<file path="config.mk">
export PLATFORM = sky130hd
export DESIGN_NAME = alu_result_router
export DESIGN_NICKNAME = d
export VERILOG_FILES = /design/src/rtl/alu_result_router.sv
export SDC_FILE = /design/constraint.sdc
export NUM_CORES = 1
export LEC_CHECK = 0
export CORE_ASPECT_RATIO = 2
export CORE_MARGIN = 2
export CORE_UTILIZATION = 57
export CTS_CLUSTER_DIAMETER = 200
export DETAILED_ROUTE_END_ITERATION = 8
export GPL_TIMING_DRIVEN = 1
export PLACE_DENSITY = 0.93
export REMOVE_ABC_BUFFERS = 1
export SETUP_SLACK_MARGIN = 0.3
export SYNTH_ARGS = -nofsm -noshare
export SYNTH_HDL_FRONTEND = slang
export SYNTH_SLANG_ARGS = --single-unit
export TNS_END_PERCENT = 50
</file>
<file path="constraint.sdc">
create_clock -name clk -period 16.3 [get_ports clk]
set_clock_uncertainty 0.1 [all_clocks]
set_input_delay 4.89 -clock clk [delete_from_list [all_inputs] [get_ports clk]]
set_output_delay 4.89 -clock clk [all_outputs]
set_load 0.005 [all_outputs]
</file>
<file path="src/rtl/alu_result_router.sv">
// alu_result_router: steers each accepted ALU result into a WB (data+rd) or MEM (address) FIFO.
// Optional build macro ALU_ROUTER_STATS_EN adds the wb_count/mem_count accepted-push counters.

module alu_router_fifo #(
    parameter int WIDTH = 32,
    parameter int DEPTH = 2
) (
    input  logic             clk,
    input  logic             rst,
    input  logic             i_push,
    input  logic [WIDTH-1:0] i_data,
    input  logic             i_pop,
    output logic             o_full,
    output logic             o_valid,
    output logic [WIDTH-1:0] o_data
);
    localparam int AW = (DEPTH > 1) ? $clog2(DEPTH) : 1;
    localparam int CW = AW + 1;

    logic [WIDTH-1:0] r_mem [DEPTH];
    logic [AW-1:0]    r_rptr;
    logic [AW-1:0]    r_wptr;
    logic [CW-1:0]    r_count;

    logic w_do_push;
    logic w_do_pop;

    assign o_full  = (r_count == CW'(DEPTH));
    assign o_valid = (r_count != '0);
    assign o_data  = r_mem[r_rptr];

    // Guard against protocol misuse so the pointers can never run past the occupancy.
    assign w_do_push = i_push & ~o_full;
    assign w_do_pop  = i_pop & o_valid;

    always_ff @(posedge clk or posedge rst) begin
        if (rst) begin
            r_rptr  <= '0;
            r_wptr  <= '0;
            r_count <= '0;
        end else begin
            if (w_do_push) begin
                r_wptr <= r_wptr + AW'(1);
            end
            if (w_do_pop) begin
                r_rptr <= r_rptr + AW'(1);
            end
            case ({w_do_push, w_do_pop})
                2'b10:   r_count <= r_count + CW'(1);
                2'b01:   r_count <= r_count - CW'(1);
                default: r_count <= r_count;
            endcase
        end
    end

    always_ff @(posedge clk or posedge rst) begin
        if (rst) begin
            for (int i = 0; i < DEPTH; i++) begin
                r_mem[i] <= '0;
            end
        end else if (w_do_push) begin
            r_mem[r_wptr] <= i_data;
        end
    end
endmodule

module alu_result_router #(
    parameter int DATA_W = 32,
    parameter int DEPTH  = 2
) (
    input  logic              clk,
    input  logic              rst,
    input  logic              in_valid,
    output logic              in_ready,
    input  logic [DATA_W-1:0] in_data,
    input  logic              in_sel,
    input  logic [4:0]        in_rd,
    output logic              wb_valid,
    input  logic              wb_ready,
    output logic [DATA_W-1:0] wb_data,
    output logic [4:0]        wb_rd,
    output logic              mem_valid,
    input  logic              mem_ready,
    output logic [DATA_W-1:0] mem_addr
`ifdef ALU_ROUTER_STATS_EN
    ,
    output logic [15:0]       wb_count,
    output logic [15:0]       mem_count
`endif
);
    // Handshake: a transfer happens on a rising edge where valid & ready are both high;
    // valid never depends on ready, and in_ready depends only on in_sel and registered occupancy.
    logic              w_wb_full;
    logic              w_mem_full;
    logic              w_accept;
    logic              w_wb_push;
    logic              w_mem_push;
    logic              w_wb_pop;
    logic              w_mem_pop;
    logic [DATA_W+4:0] w_wb_out;

    // A full FIFO refuses even when it is being drained this cycle, keeping in_ready off the consumer path.
    assign in_ready   = in_sel ? ~w_mem_full : ~w_wb_full;
    assign w_accept   = in_valid & in_ready;
    assign w_wb_push  = w_accept & ~in_sel;
    assign w_mem_push = w_accept & in_sel;
    assign w_wb_pop   = wb_valid & wb_ready;
    assign w_mem_pop  = mem_valid & mem_ready;

    alu_router_fifo #(
        .WIDTH (DATA_W + 5),
        .DEPTH (DEPTH)
    ) u_wb_fifo (
        .clk     (clk),
        .rst     (rst),
        .i_push  (w_wb_push),
        .i_data  ({in_rd, in_data}),
        .i_pop   (w_wb_pop),
        .o_full  (w_wb_full),
        .o_valid (wb_valid),
        .o_data  (w_wb_out)
    );

    assign wb_rd   = w_wb_out[DATA_W+4:DATA_W];
    assign wb_data = w_wb_out[DATA_W-1:0];

    alu_router_fifo #(
        .WIDTH (DATA_W),
        .DEPTH (DEPTH)
    ) u_mem_fifo (
        .clk     (clk),
        .rst     (rst),
        .i_push  (w_mem_push),
        .i_data  (in_data),
        .i_pop   (w_mem_pop),
        .o_full  (w_mem_full),
        .o_valid (mem_valid),
        .o_data  (mem_addr)
    );

`ifdef ALU_ROUTER_STATS_EN
    logic [15:0] r_wb_count;
    logic [15:0] r_mem_count;

    // Free-running 16-bit counters; wrap-around is intended.
    always_ff @(posedge clk or posedge rst) begin
        if (rst) begin
            r_wb_count  <= '0;
            r_mem_count <= '0;
        end else begin
            if (w_wb_push) begin
                r_wb_count <= r_wb_count + 16'd1;
            end
            if (w_mem_push) begin
                r_mem_count <= r_mem_count + 16'd1;
            end
        end
    end

    assign wb_count  = r_wb_count;
    assign mem_count = r_mem_count;
`endif
endmodule

</file>
Word-level counts from Yosys, hierarchy flattened
Index checks and enable logic that the tools add are counted.
- output and inout port bits: 72
- bits of input ports: 43
- flip-flop bits (word level): 146
- bitwise logic cells: 16
- add/sub/neg operators: 8
- multiplexer cells: 15
- reduce and logical (&&, ||, !) cells: 6
- order comparisons: 6
- eq/ne operators: 6
- operator list (operator ; number):
    $mux W37 ; 4
    $mux W32 ; 4
    $bwmux W74 ; 1
    $bwmux W64 ; 1
    $demux W37 S1 ; 1
    $demux W32 S1 ; 1
    $and A1 B1 Y1 ; 9
    $eq A2 B2 Y1 const B ; 4
    $ge A2 B2 Y1 const B ; 4
    $not A1 Y2 ; 4
    $pmux W2 S2 ; 2
    $reduce_bool A2 Y1 ; 4
    $add A1 B1 Y1 const B ; 4
    $add A2 B1 Y2 const B ; 2
    $eq A2 B1 Y1 const B ; 2
    $lt A2 B1 Y1 const B ; 2
    $sub A2 B1 Y2 const B ; 2
    $not A1 Y1 ; 3
    $logic_and A1 B1 Y1 ; 2
    $mux W1 ; 1

Longest topological paths before layout
- depth in word-level cells: 8
- mapped depth: 6

Modules after synthesis
A second synthesis with hierarchy kept.
- cells, all modules: 411
- area, all modules: 6865.3 sq um
- modules (own cells, without submodules) (module ; times used ; cells each ; sequential area each (sq um) ; area each (sq um)):
    alu_router_fifo (u_wb_fifo) ; 1 ; 216 ; 1951.9 ; 3687.3
    alu_router_fifo (u_mem_fifo) ; 1 ; 190 ; 1701.6 ; 3139.3
    alu_result_router ; 1 ; 5 ; 0.0 ; 38.8

Least setup slack after synthesis
Ideal clock, no wire load.
- path type: input to output
- start: input in_sel
- end: output in_ready
- cell stages on the path: 2
- arrival: 5045 ps
- path buffers: 0
- path slack: 6265 ps
- path through: nor2_1 -> a21oi_1
- cells in the longest elaborated chain, start to end: 1
- ends and longest elaborated chain (item ; RTL line ; text):
    from (decl) ; 76 ; input logic in_sel,
    $mux W1 ; 103 ; assign in_ready = in_sel ? ~w_mem_full : ~w_wb_full;
    to (decl) ; 74 ; output logic in_ready,
Every way passes these cells.

Worst setup path after layout
Ends and elaborated chain as after synthesis.

==> flow_metrics.env <==
export IMPL_status="complete, no violations"
export IMPL_grt_pass1_wl_um=22000
export IMPL_hold_viol=0
export IMPL_synth_warnings=0
export IMPL_place_port_buffers=114
export IMPL_worstPathRequired_ns=11.31
export IMPL_cts_hold_fix_buffers=0
export IMPL_grt_max_degree=76
export IMPL_wl_met1_um=5120
export IMPL_diodes=0
export IMPL_yosysTopAreaCell="dfrtp_1"
export IMPL_synth_seq_area_share=0.570
export IMPL_ant_nets=0
export IMPL_firstDrtPassIters=4
export IMPL_clockBufferDepth=2
export IMPL_crit_arrival_ns=6.18
export IMPL_crit_top_cell="clkdlybuf4s50_1"
export IMPL_crit_path_end_kind="output port"
export IMPL_dp_hpwl_um=8800
export IMPL_wl_per_cell_um=20.0
export IMPL_hold_class="reg2reg"
export IMPL_drt_iter0_markers=121
export IMPL_layout_nets=567
export IMPL_netlist_instances=406
export IMPL_fin_area_um2=8250
export IMPL_grt_pass1_vias=4327
export IMPL_area_growth_pct=28.8
export IMPL_chipHeight_um=154
export IMPL_powerDensity_nw_per_um2=226
export IMPL_cts_root_buf="clkbuf_16"
export IMPL_fmax_mhz=89.5
export IMPL_ys_types=25
export IMPL_min_path_cells=1
export IMPL_whs_ns=0.391
export IMPL_crit_family="buffers and inverters"
export IMPL_fin_util=0.754
export IMPL_rsz0062_at_grt="false"
export IMPL_timing_setup_tns_ns=0
export IMPL_yosysTopAreaCellShare=0.570
export IMPL_avgViaCountPerCell=5.67
export IMPL_placed_cell_area_um2=7590
export IMPL_critPathLaunchType="primary input"
export IMPL_crit_chain="clkdlybuf4s50_1 -> nor2_1 -> a21oi_1 -> clkdlybuf4s50_1"
export IMPL_die_x_um=79.0
export IMPL_cts_resized_gates=0
export IMPL_overflow=0
export IMPL_layoutNonFillerInstCount=675
export IMPL_fillerInstances=692
export IMPL_routed_wl_met2_um=7640
export IMPL_cts_max_level=4
export IMPL_clk_pin_slew_worst_paths_ns=0.06
export IMPL_route_detailed_drc=0
export IMPL_wl_um=13500
export IMPL_setup_viol=0
export IMPL_p_leak_nw=3.46
export IMPL_fin_crit_sh=0.685
export IMPL_core_um2=10900
export IMPL_clock_sinks=146
export IMPL_track_usage=0.240
export IMPL_max_cap_violations=0
export IMPL_max_stage_delay_ns=0.59
export IMPL_ys_ff_latch=146
export IMPL_crit_fanout=8
export IMPL_crit_slowest_cell="clkdlybuf4s50_1"
export IMPL_worst_slew_pin_transition_ns=1.18
export IMPL_slew_viol_final=0
export IMPL_period_minus_slack_ns=11.17
export IMPL_path_depth=4
export IMPL_syn_area_um2=6410
export IMPL_slew_headroom=0.211
export IMPL_dieArea_um2=12200
export IMPL_cts_made_buffers=17
export IMPL_path_class="in2out"
export IMPL_place_inst=643
export IMPL_start_util=0.586
export IMPL_crit_buf_inv=2
export IMPL_vias=3824
export IMPL_reg2reg_depth=3
export IMPL_layout_setup_ws_ns=5.13
export IMPL_antenna_found_initial=0
export IMPL_dp_slack_ns=5.14
export IMPL_cts_tree="built"
export IMPL_place_congestion=0.745
export IMPL_rows=54
export IMPL_dr_wl_met3_um=407
export IMPL_ir_worst_vdd_uv=177
export IMPL_num_io_pins=115
export IMPL_synth_area_per_cell_um2=15.8
export IMPL_postCtsSetupBuffers=0
export IMPL_topRoutingLayerUsed="met4"
export IMPL_drive_gt1_frac=0.458
export IMPL_total_power_mw=1.86
export IMPL_synth_area_leaders="dfrtp_1 57%, mux2_2 35%, buf_6 1.8%"
export IMPL_clk_latency_ns=0.41
-- state kept, by name, indices dropped and copies added, names as in the netlist --
register            count
u_wb_fifo.r_rptr        1
u_mem_fifo.r_count      2
u_mem_fifo.r_rptr       1
u_mem_fifo.r_wptr       1
u_wb_fifo.r_wptr        1
u_wb_fifo.r_count       2
u_wb_fifo.r_mem        74
u_mem_fifo.r_mem       64
-- layout by cell type (no fill, tap or decap) --
master / count
and4bb_2: 1
clkbuf_16: 17
clkbuf_1: 1
nor2b_1: 1
nor3_4: 1
clkinv_2: 2
bufinv_16: 5
clkbuf_8: 2
nand2b_4: 1
dfrtp_2: 1
xnor2_1: 6
buf_4: 5
nand4_2: 1
and2_1: 2
nand3_1: 1
ha_1: 2
inv_6: 3
nand2_1: 1
nand4b_1: 1
or2_2: 2
xor2_1: 4
mux2_1: 6
clkinv_4: 2
dfrtp_1: 145
nand2b_1: 1
mux2_2: 201
nand3b_1: 1
clkdlybuf4s50_1: 114
clkinvlp_4: 1
a21oi_1: 1
nor2_1: 3
-- report_power, final --
part           total [mW]  internal, mW  leakage [nW]  switching [mW]
clock network       0.430         0.281         0.321           0.150
logic               0.761         0.521          1.41           0.240
registers           0.672         0.549          1.73           0.124
-- logic make-up (layout without fill, tap and decap cells) --
family,after synthesis,in the layout,share of synthesized area
AOI/OAI and AO/OA,1,1,0.000780
muxes,207,207,0.364
buffers and inverters,23,152,0.0287
DFF,146,146,0.570
adders and majority gates,2,2,0.00390
xor gates and xnor gates,10,10,0.0137
and+or+nand+nor,17,17,0.0191
-- path summary, 6_finish.rpt --
check | start | end | slack, ns
worst min register to register | u_mem_fifo.r_mem[56] | u_mem_fifo.r_mem[56] | 0.39
min in group asynchronous | rst | u_wb_fifo.r_mem[16] | 4.84
max in group asynchronous | rst | u_mem_fifo.r_mem[18] | 9.88
worst max-delay path | in_sel | in_ready | 5.13
worst max register to register | u_wb_fifo.r_count[0] | u_wb_fifo.r_mem[44] | 14.04
worst min-delay path | u_mem_fifo.r_mem[56] | u_mem_fifo.r_mem[56] | 0.39
-- Yosys cell counts --
| cell type | instances |
|---|---|
| mux2_1 | 6 |
| mux2_2 | 201 |
| ha_1 | 2 |
| nor2b_1 | 1 |
| nor3_2 | 1 |
| nand3_1 | 1 |
| and2_1 | 2 |
| xnor2_1 | 6 |
| and4bb_1 | 1 |
| clkbuf_1 | 2 |
| or2_2 | 2 |
| nand4_2 | 1 |
| nor2_1 | 3 |
| a21oi_1 | 1 |
| buf_6 | 10 |
| buf_4 | 4 |
| inv_1 | 1 |
| nand2b_1 | 1 |
| nand2_1 | 1 |
| nand2b_4 | 1 |
| nand3b_1 | 1 |
| dfrtp_1 | 146 |
| buf_2 | 6 |
| xor2_1 | 4 |
| nand4b_1 | 1 |
-- metal layers --
layer	global-route usage	vias up
met5	0	-
met4	0.110	0
met3	0.0599	29
met2	0.431	100
met1	0.257	2007
li1	-	1688
-- layout make-up --
cell class	instances	area, um2	area share
multi-input cells	237	2580	0.312
flip-flops and latches	146	3650	0.443
clock buffers	20	457	0.0553
repair buffers	119	1180	0.143
well taps	140	175	0.0212
clock inverters	12	203	0.0246
inverters	1	8.76	0.00106
Note: power is estimated with default switching activity, not from simulation.
